===== src/rtl/escalonador_pkg.sv =====
// Shared definitions for the BCD transmit scheduler: FSM state encoding and BCD byte width.
package escalonador_pkg;

  typedef enum logic [2:0] {
    OCIOSO  = 3'd0,
    CARREGA = 3'd1,
    DISPARA = 3'd2,
    ESPERA  = 3'd3,
    CONCLUI = 3'd4
  } estado_t;

  localparam int LARG_BCD = 8;

endpackage


===== src/rtl/arbitro_round_robin.sv =====
// Combinational rotate-priority encoder: first set request after i_ultimo, wrapping modulo N_REQ.
module arbitro_round_robin
  import escalonador_pkg::*;
#(
  parameter int N_REQ = 4,
  parameter int W     = $clog2(N_REQ)
) (
  input  logic [N_REQ-1:0] i_req,
  input  logic [W-1:0]     i_ultimo,
  output logic [W-1:0]     o_vencedor
);

  // Scan from farthest to nearest so the nearest set request wins.
  always_comb begin
    int         w_idx;
    logic [W-1:0] w_idx_w;
    w_idx      = 0;
    w_idx_w    = '0;
    o_vencedor = i_ultimo;
    for (int k = N_REQ; k >= 1; k--) begin
      w_idx   = (int'(i_ultimo) + k) % N_REQ;
      w_idx_w = W'(w_idx);
      if (i_req[w_idx_w]) o_vencedor = w_idx_w;
    end
  end

endmodule


===== src/rtl/escalonador_transmissao_bcd.sv =====
// Round-robin scheduler sharing one BCD serial transmitter among N_REQ requesters.
// Optional wait-for-pronto timeout enabled by defining ESCALONADOR_TIMEOUT_EN.
//
// state   | meaning
// OCIOSO  | idle, arbitrating among raised requests
// CARREGA | latch winner index and its BCD byte
// DISPARA | one-cycle start pulse to the transmitter
// ESPERA  | waiting for transmitter pronto (or timeout)
// CONCLUI | one-cycle ack to the served requester
module escalonador_transmissao_bcd
  import escalonador_pkg::*;
#(
  parameter int N_REQ          = 4,
  parameter int TIMEOUT_CICLOS = 50000
) (
  input  logic                      i_clock,
  input  logic                      i_reset,
  input  logic [N_REQ-1:0]          i_req,
  input  logic [LARG_BCD*N_REQ-1:0] i_bcd_in,
  output logic [N_REQ-1:0]          o_ack,
  output logic [$clog2(N_REQ)-1:0]  o_concedido,
  output logic                      o_ocupado,
  output logic [LARG_BCD-1:0]       o_tx_bcd,
  output logic                      o_tx_start,
  input  logic                      i_tx_pronto,
  output logic                      o_erro
);

  localparam int W = $clog2(N_REQ);

  if (N_REQ < 2 || N_REQ > 8 || TIMEOUT_CICLOS < 2) begin : g_param_invalido
    $error("escalonador_transmissao_bcd: N_REQ must be 2..8 and TIMEOUT_CICLOS >= 2");
  end

  estado_t             r_estado, w_prox_estado;
  logic [W-1:0]        r_ultimo, r_vencedor, r_concedido, w_vencedor;
  logic [LARG_BCD-1:0] r_tx_bcd, w_bcd_sel;
  logic                w_timeout;

  arbitro_round_robin #(.N_REQ(N_REQ), .W(W)) u_arbitro (
    .i_req      (i_req),
    .i_ultimo   (r_ultimo),
    .o_vencedor (w_vencedor)
  );

  always_ff @(posedge i_clock) begin
    if (i_reset) r_estado <= OCIOSO;
    else         r_estado <= w_prox_estado;
  end

  always_comb begin
    w_prox_estado = r_estado;
    case (r_estado)
      OCIOSO:  if (|i_req) w_prox_estado = CARREGA;
      CARREGA: w_prox_estado = DISPARA;
      DISPARA: w_prox_estado = ESPERA;
      ESPERA:  if (i_tx_pronto || w_timeout) w_prox_estado = CONCLUI;
      CONCLUI: w_prox_estado = OCIOSO;
      default: w_prox_estado = OCIOSO;
    endcase
  end

  always_comb begin
    o_ack      = '0;
    o_tx_start = (r_estado == DISPARA);
    o_ocupado  = (r_estado != OCIOSO);
    if (r_estado == CONCLUI) o_ack[r_concedido] = 1'b1;
  end

  always_comb begin
    w_bcd_sel = '0;
    for (int i = 0; i < N_REQ; i++) begin
      if (r_vencedor == W'(i)) w_bcd_sel = i_bcd_in[LARG_BCD*i +: LARG_BCD];
    end
  end

  // Winner is frozen in OCIOSO so request changes during CARREGA cannot redirect the grant.
  always_ff @(posedge i_clock) begin
    if (i_reset) begin
      r_ultimo    <= W'(N_REQ - 1);
      r_vencedor  <= '0;
      r_concedido <= '0;
      r_tx_bcd    <= '0;
    end else begin
      if (r_estado == OCIOSO) r_vencedor <= w_vencedor;
      if (r_estado == CARREGA) begin
        r_concedido <= r_vencedor;
        r_ultimo    <= r_vencedor;
        r_tx_bcd    <= w_bcd_sel;
      end
    end
  end

  assign o_concedido = r_concedido;
  assign o_tx_bcd    = r_tx_bcd;

`ifdef ESCALONADOR_TIMEOUT_EN
  localparam int W_CONT = $clog2(TIMEOUT_CICLOS + 1);

  logic [W_CONT-1:0] r_cont;
  logic              r_erro;

  // Counter holds k-1 in the k-th cycle after tx_start, so ack lands TIMEOUT_CICLOS cycles after it.
  assign w_timeout = (r_estado == ESPERA) && (r_cont == W_CONT'(TIMEOUT_CICLOS - 2));

  always_ff @(posedge i_clock) begin
    if (i_reset) begin
      r_cont <= '0;
      r_erro <= 1'b0;
    end else begin
      if (r_estado == DISPARA)     r_cont <= '0;
      else if (r_estado == ESPERA) r_cont <= r_cont + W_CONT'(1);
      if (w_timeout && !i_tx_pronto) r_erro <= 1'b1;
    end
  end

  assign o_erro = r_erro;
`else
  assign w_timeout = 1'b0;
  assign o_erro    = 1'b0;
`endif

endmodule

===== config.mk =====
export PLATFORM = sky130hd
export DESIGN_NAME = escalonador_transmissao_bcd
export DESIGN_NICKNAME = d
export VERILOG_FILES = /design/src/rtl/escalonador_pkg.sv /design/src/rtl/arbitro_round_robin.sv /design/src/rtl/escalonador_transmissao_bcd.sv
export SDC_FILE = /design/constraint.sdc
export NUM_CORES = 1
export LEC_CHECK = 0
export ABC_CLOCK_PERIOD_IN_PS = 1600
export CORE_UTILIZATION = 37
export CTS_CLUSTER_SIZE = 12
export DETAILED_ROUTE_END_ITERATION = 12
export HOLD_SLACK_MARGIN = 0.06
export PLACE_DENSITY_LB_ADDON = 0.3
export SYNTH_ARGS = -nofsm -noshare
export SYNTH_HDL_FRONTEND = slang
export SYNTH_HIERARCHICAL = 1
export SYNTH_SLANG_ARGS = --single-unit

===== constraint.sdc =====
create_clock -name i_clock -period 1.6 [get_ports i_clock]
set_clock_uncertainty 0.15 [all_clocks]
set_input_delay 0.32 -clock i_clock [delete_from_list [all_inputs] [get_ports i_clock]]
set_output_delay 0.32 -clock i_clock [all_outputs]
set_load 0.02 [all_outputs]

Word level (Yosys, flattened, before mapping)
Index checks and enable logic that the tools add are counted.
{"block": "totals", "reg_bits": 17, "latch_bits": 0, "ramBits": 0, "romBits": 0, "inputBits": 39, "output_inout_bits": 17, "elab_cells": 52, "memories": 0}
{"block": "classes", "addsub": 4, "mul": 0, "div_mod_pow": 0, "magnitude_cmp": 6, "eq_ne": 9, "shift": 0, "mux": 22, "bitwise": 0, "n_reduce_logical": 6}
{"operator": "8-bit 2-to-1 mux", "n": 4}
{"operator": "2-bit by 3-bit less-than comparator with 1-bit output (second input constant)", "n": 5}
{"operator": "3-bit one-hot mux with 4 select lines", "n": 1}
{"operator": "1-bit binary-select mux with 2-bit select", "n": 4}
{"operator": "2-bit 2-to-1 mux", "n": 4}
{"operator": "3-bit by 2-bit equality test with 1-bit output (second input constant)", "n": 2}
{"operator": "3-bit 2-to-1 mux", "n": 2}
{"operator": "1-bit 2-to-1 mux", "n": 5}
{"operator": "2-bit by 1-bit adder with 2-bit output (second input constant)", "n": 2}
{"operator": "2-bit adder (second input constant)", "n": 2}
{"operator": "2-bit equality test (second input constant)", "n": 2}
{"operator": "4-bit 2-to-1 mux", "n": 1}
{"operator": "2-bit inequality test (second input constant)", "n": 2}
{"operator": "4-bit OR reduction", "n": 1}
{"operator": "3-bit by 1-bit equality test with 1-bit output (second input constant)", "n": 1}
{"operator": "3-bit equality test (second input constant)", "n": 1}
{"operator": "3-bit zero test", "n": 1}
{"operator": "3-bit nonzero test", "n": 1}
{"operator": "1-bit demux with 2-bit select", "n": 1}
{"operator": "2-bit by 1-bit equality test with 1-bit output (second input constant)", "n": 1}
{"operator": "2-bit by 1-bit greater-or-equal comparator with 1-bit output (second input constant)", "n": 1}
{"operator": "2-bit zero test", "n": 1}
{"operator": "2-bit AND reduction", "n": 1}
{"operator": "1-bit logical AND", "n": 1}

Logic depth before layout (Yosys ltp)
Gate-level depths: netlist of the first run.
{"block": "logic_depth", "depth_word": 7, "mapped_depth": 5, "depth_no_buf": 5}

Cells and area by module
Netlist of the first run, hierarchy kept.
{"module": "escalonador_transmissao_bcd", "n_inst": 1, "cells_per_inst": 92, "area_per_inst_um2": 900.9, "seq_area_each_um2": 340.3}
{"module": "arbitro_round_robin", "n_inst": 1, "cells_per_inst": 13, "area_per_inst_um2": 75.1, "seq_area_each_um2": 0.0}

Worst setup path after synthesis of the first run
OpenSTA, ideal clock, no wires.
{"block": "synth_path", "path_kind": "reg-to-output", "from": "register r_estado[2]", "to": "output port o_ack[0]", "t_arrival_ns": 1.279, "t_required_ns": 1.130, "slack_ns": -0.149, "stages_incl_launch_ff": 4, "n_path_buf": 1, "cell_sequence": "dfxtp_1 buf_6 nor3b_1 nor3b_1"}
{"block": "synth_between", "elab_chain_len": 2}
{"item": "start, declared", "line_no": "escalonador_transmissao_bcd.sv:35", "rtl": "estado_t r_estado, w_prox_estado;"}
{"item": "start signal, assigned", "line_no": "escalonador_transmissao_bcd.sv:48", "rtl": "else r_estado <= w_prox_estado;"}
{"item": "3-bit equality test", "line_no": "escalonador_transmissao_bcd.sv:67", "rtl": "if (r_estado == CONCLUI) o_ack[r_concedido] = 1'b1;"}
{"item": "4-bit 2-to-1 mux", "line_no": "escalonador_transmissao_bcd.sv:67"}
{"item": "end, declared", "line_no": "escalonador_transmissao_bcd.sv:20", "rtl": "output logic [N_REQ-1:0] o_ack,"}
Every way passes these cells.

Worst setup path in the final report of the first run
{"block": "layout_path", "from": "register r_estado[2]", "to": "output port o_ocupado"}
{"block": "layout_between", "elab_chain_len": 1}
{"item": "3-bit nonzero test", "line_no": "escalonador_transmissao_bcd.sv:66", "rtl": "o_ocupado = (r_estado != OCIOSO);"}
{"item": "end, declared", "line_no": "escalonador_transmissao_bcd.sv:22", "rtl": "output logic o_ocupado,"}
Every way passes these cells.

==> reports/metrics.yaml, run 1 <==
synth_warnings: 6
cp-endpoint: "o_ocupado"
first_iter_violations: 14
final_hold_viol_count: 0
finalMaxSlewViolations: 0
nets: 213
p_total_uw: 1199
antenna_found_initial: 0
synth_edf_count: 0
die_x_um: 53.36
rows: 18
yosys-top-cells-count: "nand2_1, dfxtp_1, a21oi_1"
status: "finished with violations"
first_global_vias: 1024
synth_top_area_share_pct: 34.87
clock_tree.buffer_depth: 2
tns_ns: -0.4774
gp_congestion: 0.7304
worst_r2r_path_depth: 5
cts_tree: "built"
period_minus_slack_ns: 1.745
postRouteWirelength_um: 2814
async_flop_share_pct: 0
maxCapViolCount: 0
finalSetupViolCount: 5
fmax_ghz: 0.5732
grt_pass1_wl_um: 4243
cts_sinks: 17
initial_core_util_pct: 39.39
rr_startpoint: "r_estado[1]"
rsz0062_at_grt: "true"
hpwl_um: 2269
min-delay-path-class: "reg -> reg"
r2r_slack_ns: 0.02
diodes: 0
syn2layout_area_growth_pct: 74.74
dpl_cell_area_um2: 1632
setup.worst_path.start_class: "flop"
io_pins: 56
violations: "negative setup slack"
irDropWorstVdd_mv: 0.5994
avgSynthCellArea_um2: 9.295
crit_start: "r_estado[2]"
p_leak_uw: 0.0007233
ys_seq_elements: 17
cts.htree.levels: 1
seq_area_frac_synth_pct: 34.87
core_region_area_um2: 2477
wire_per_inst_um: 13.86
final_util_pct: 68.84
clock_latency_ns: 0.29
synth_nets: 144
vias_per_cell: 5.123
cts-buffers-inserted: 3
ys_types: 29
synthCells: 105
drtPass1Iterations: 4
crit_required_ns: 1.13
cp.arrival_ns: 1.27
yosys-top-cells-area: "dfxtp_1, mux4_2, nand2_1"
p_per_area_nw_per_um2: 702.8
root_buffer: "clkbuf_4"
endpoint_kind: "output port"
drive_gt1_share_pct: 31.21
setup_slack_ns: -0.1446
die_height_um: 53.36
grt_max_degree: 15
postRouteAntennaNets: 0
final_area_um2: 1705
crit_type: "reg -> out"
grt_overflow_total: 0
yosysMostFrequentCell: "nand2_1"
die_area_um2: 2847
min_period_over_period_pct: 109.0
r2r-end: "r_estado[0]"
vias: 1040
synth_largest_area_cell: "dfxtp_1"
numPortBuffers: 54
cp_max_fo: 3
ys.flop_type: "dfxtp_1"
track_usage_pct: 20.58
syn_area_um2: 975.9
clk_pin_slew_ns: 0.09
drcViolationCount: 0
registers in the layout (all words and copies together), names as in the netlist:
signal,count
o_concedido,2
o_tx_bcd,8
r_estado,3
r_ultimo,2
r_vencedor,2
kinds of logic (layout without fill, tap and decap cells):
kind of cell,count (synthesis),count (layout),share of synthesized area (%)
simple gates,45,45,22.95
flops,17,17,34.87
compound gates,19,19,12.18
mux,11,11,21.54
buf+inv,12,80,8.075
other cells,1,1,0.3842
worst max-delay path: stages (launching register included):
cell and delay [ns]:
dfxtp_2 0.33, buf_6 0.11, or3_4 0.40, buf_6 0.14
layout by cell type (no fill, tap or decap), types with 2 or more instances in the layout:
master           synthesis  routed
nor2_1                   6       6
buf_6                    3       5
nand2_1                 24      24
dfxtp_1                 17      12
clkdlybuf4s50_1          0      38
a21oi_1                 12      12
dlygate4sd2_1            0       8
dfxtp_2                  0       5
a21oi_2                  2       2
mux2i_1                  3       3
buf_4                    2      19
inv_1                    3       3
nand2b_1                 2       2
mux4_2                   8       8
nor3b_2                  1       4
clkbuf_4                 0       3
area by class of cell:
cell class / count / area (µm²)
Clock buffer: 4 / 26.28
Multi-Input combinational cell: 76 / 593.1
Fill cell: 206 / 772.0
Tap cell: 30 / 37.54
Timing Repair Buffer: 73 / 690.7
Inverter: 3 / 11.26
Sequential cell: 17 / 346.6
stage by stage:
stage | hold slack [ns] | instances | setup slack [ns]
after floorplan | 0.3356 | 105 | 0.03593
after global placement | 0.2912 | 197 | -0.2924
after detailed placement | 0.2955 | 197 | -0.2976
after CTS | 0.3060 | 201 | -0.1335
after global routing | 0.3274 | 203 | -0.1896
final | 0.3020 | 203 | -0.1446
timing repair:
item,CTS,global route
gates resized for setup,52,8
buffers inserted,0,2
pin swaps,1,4
setup endpoints to repair,16,10
hold buffers,0,0
worst min path at each step:
stage,slack [ns],cells past startpoint,end,from
after CTS,0.31,2,o_tx_bcd[2],o_tx_bcd[2]
after global placement,0.29,2,o_tx_bcd[7],o_tx_bcd[7]
after global routing,0.33,2,o_tx_bcd[0],o_tx_bcd[0]
after detailed placement,0.30,2,o_tx_bcd[2],o_tx_bcd[2]
final,0.30,2,o_tx_bcd[2],o_tx_bcd[2]
after floorplan,0.34,2,r_ultimo[0],r_ultimo[0]
routing by layer:
metal / vias up / track usage, % / share of wire [%]
met5: - / 0 / 0
met4: 0 / 5.263 / 0.96
met3: 2 / 4.598 / 3.9
met2: 26 / 37.71 / 54
met1: 501 / 23.53 / 41
li1: 511 / - / -
where the power goes:
part / switching [µW] / leakage, µW / internal (µW)
registers: 29.2 / 0.000141 / 464
logic: 194 / 0.000567 / 284
clock network: 131 / 0.0000150 / 96.9
No activity file was read; power rests on OpenSTA's default activity.
==> run 2: changes to the inputs <==
--- a/config.mk
+++ b/config.mk
@@ -6,6 +6,7 @@
 export NUM_CORES = 1
 export LEC_CHECK = 0
 export ABC_CLOCK_PERIOD_IN_PS = 1600
+export CAP_MARGIN = 20
 export CORE_UTILIZATION = 37
 export CTS_CLUSTER_SIZE = 12
 export DETAILED_ROUTE_END_ITERATION = 12
==> results of run 2 <==
Same layout as run 1: the final DEF is identical, and so are final timing and power.
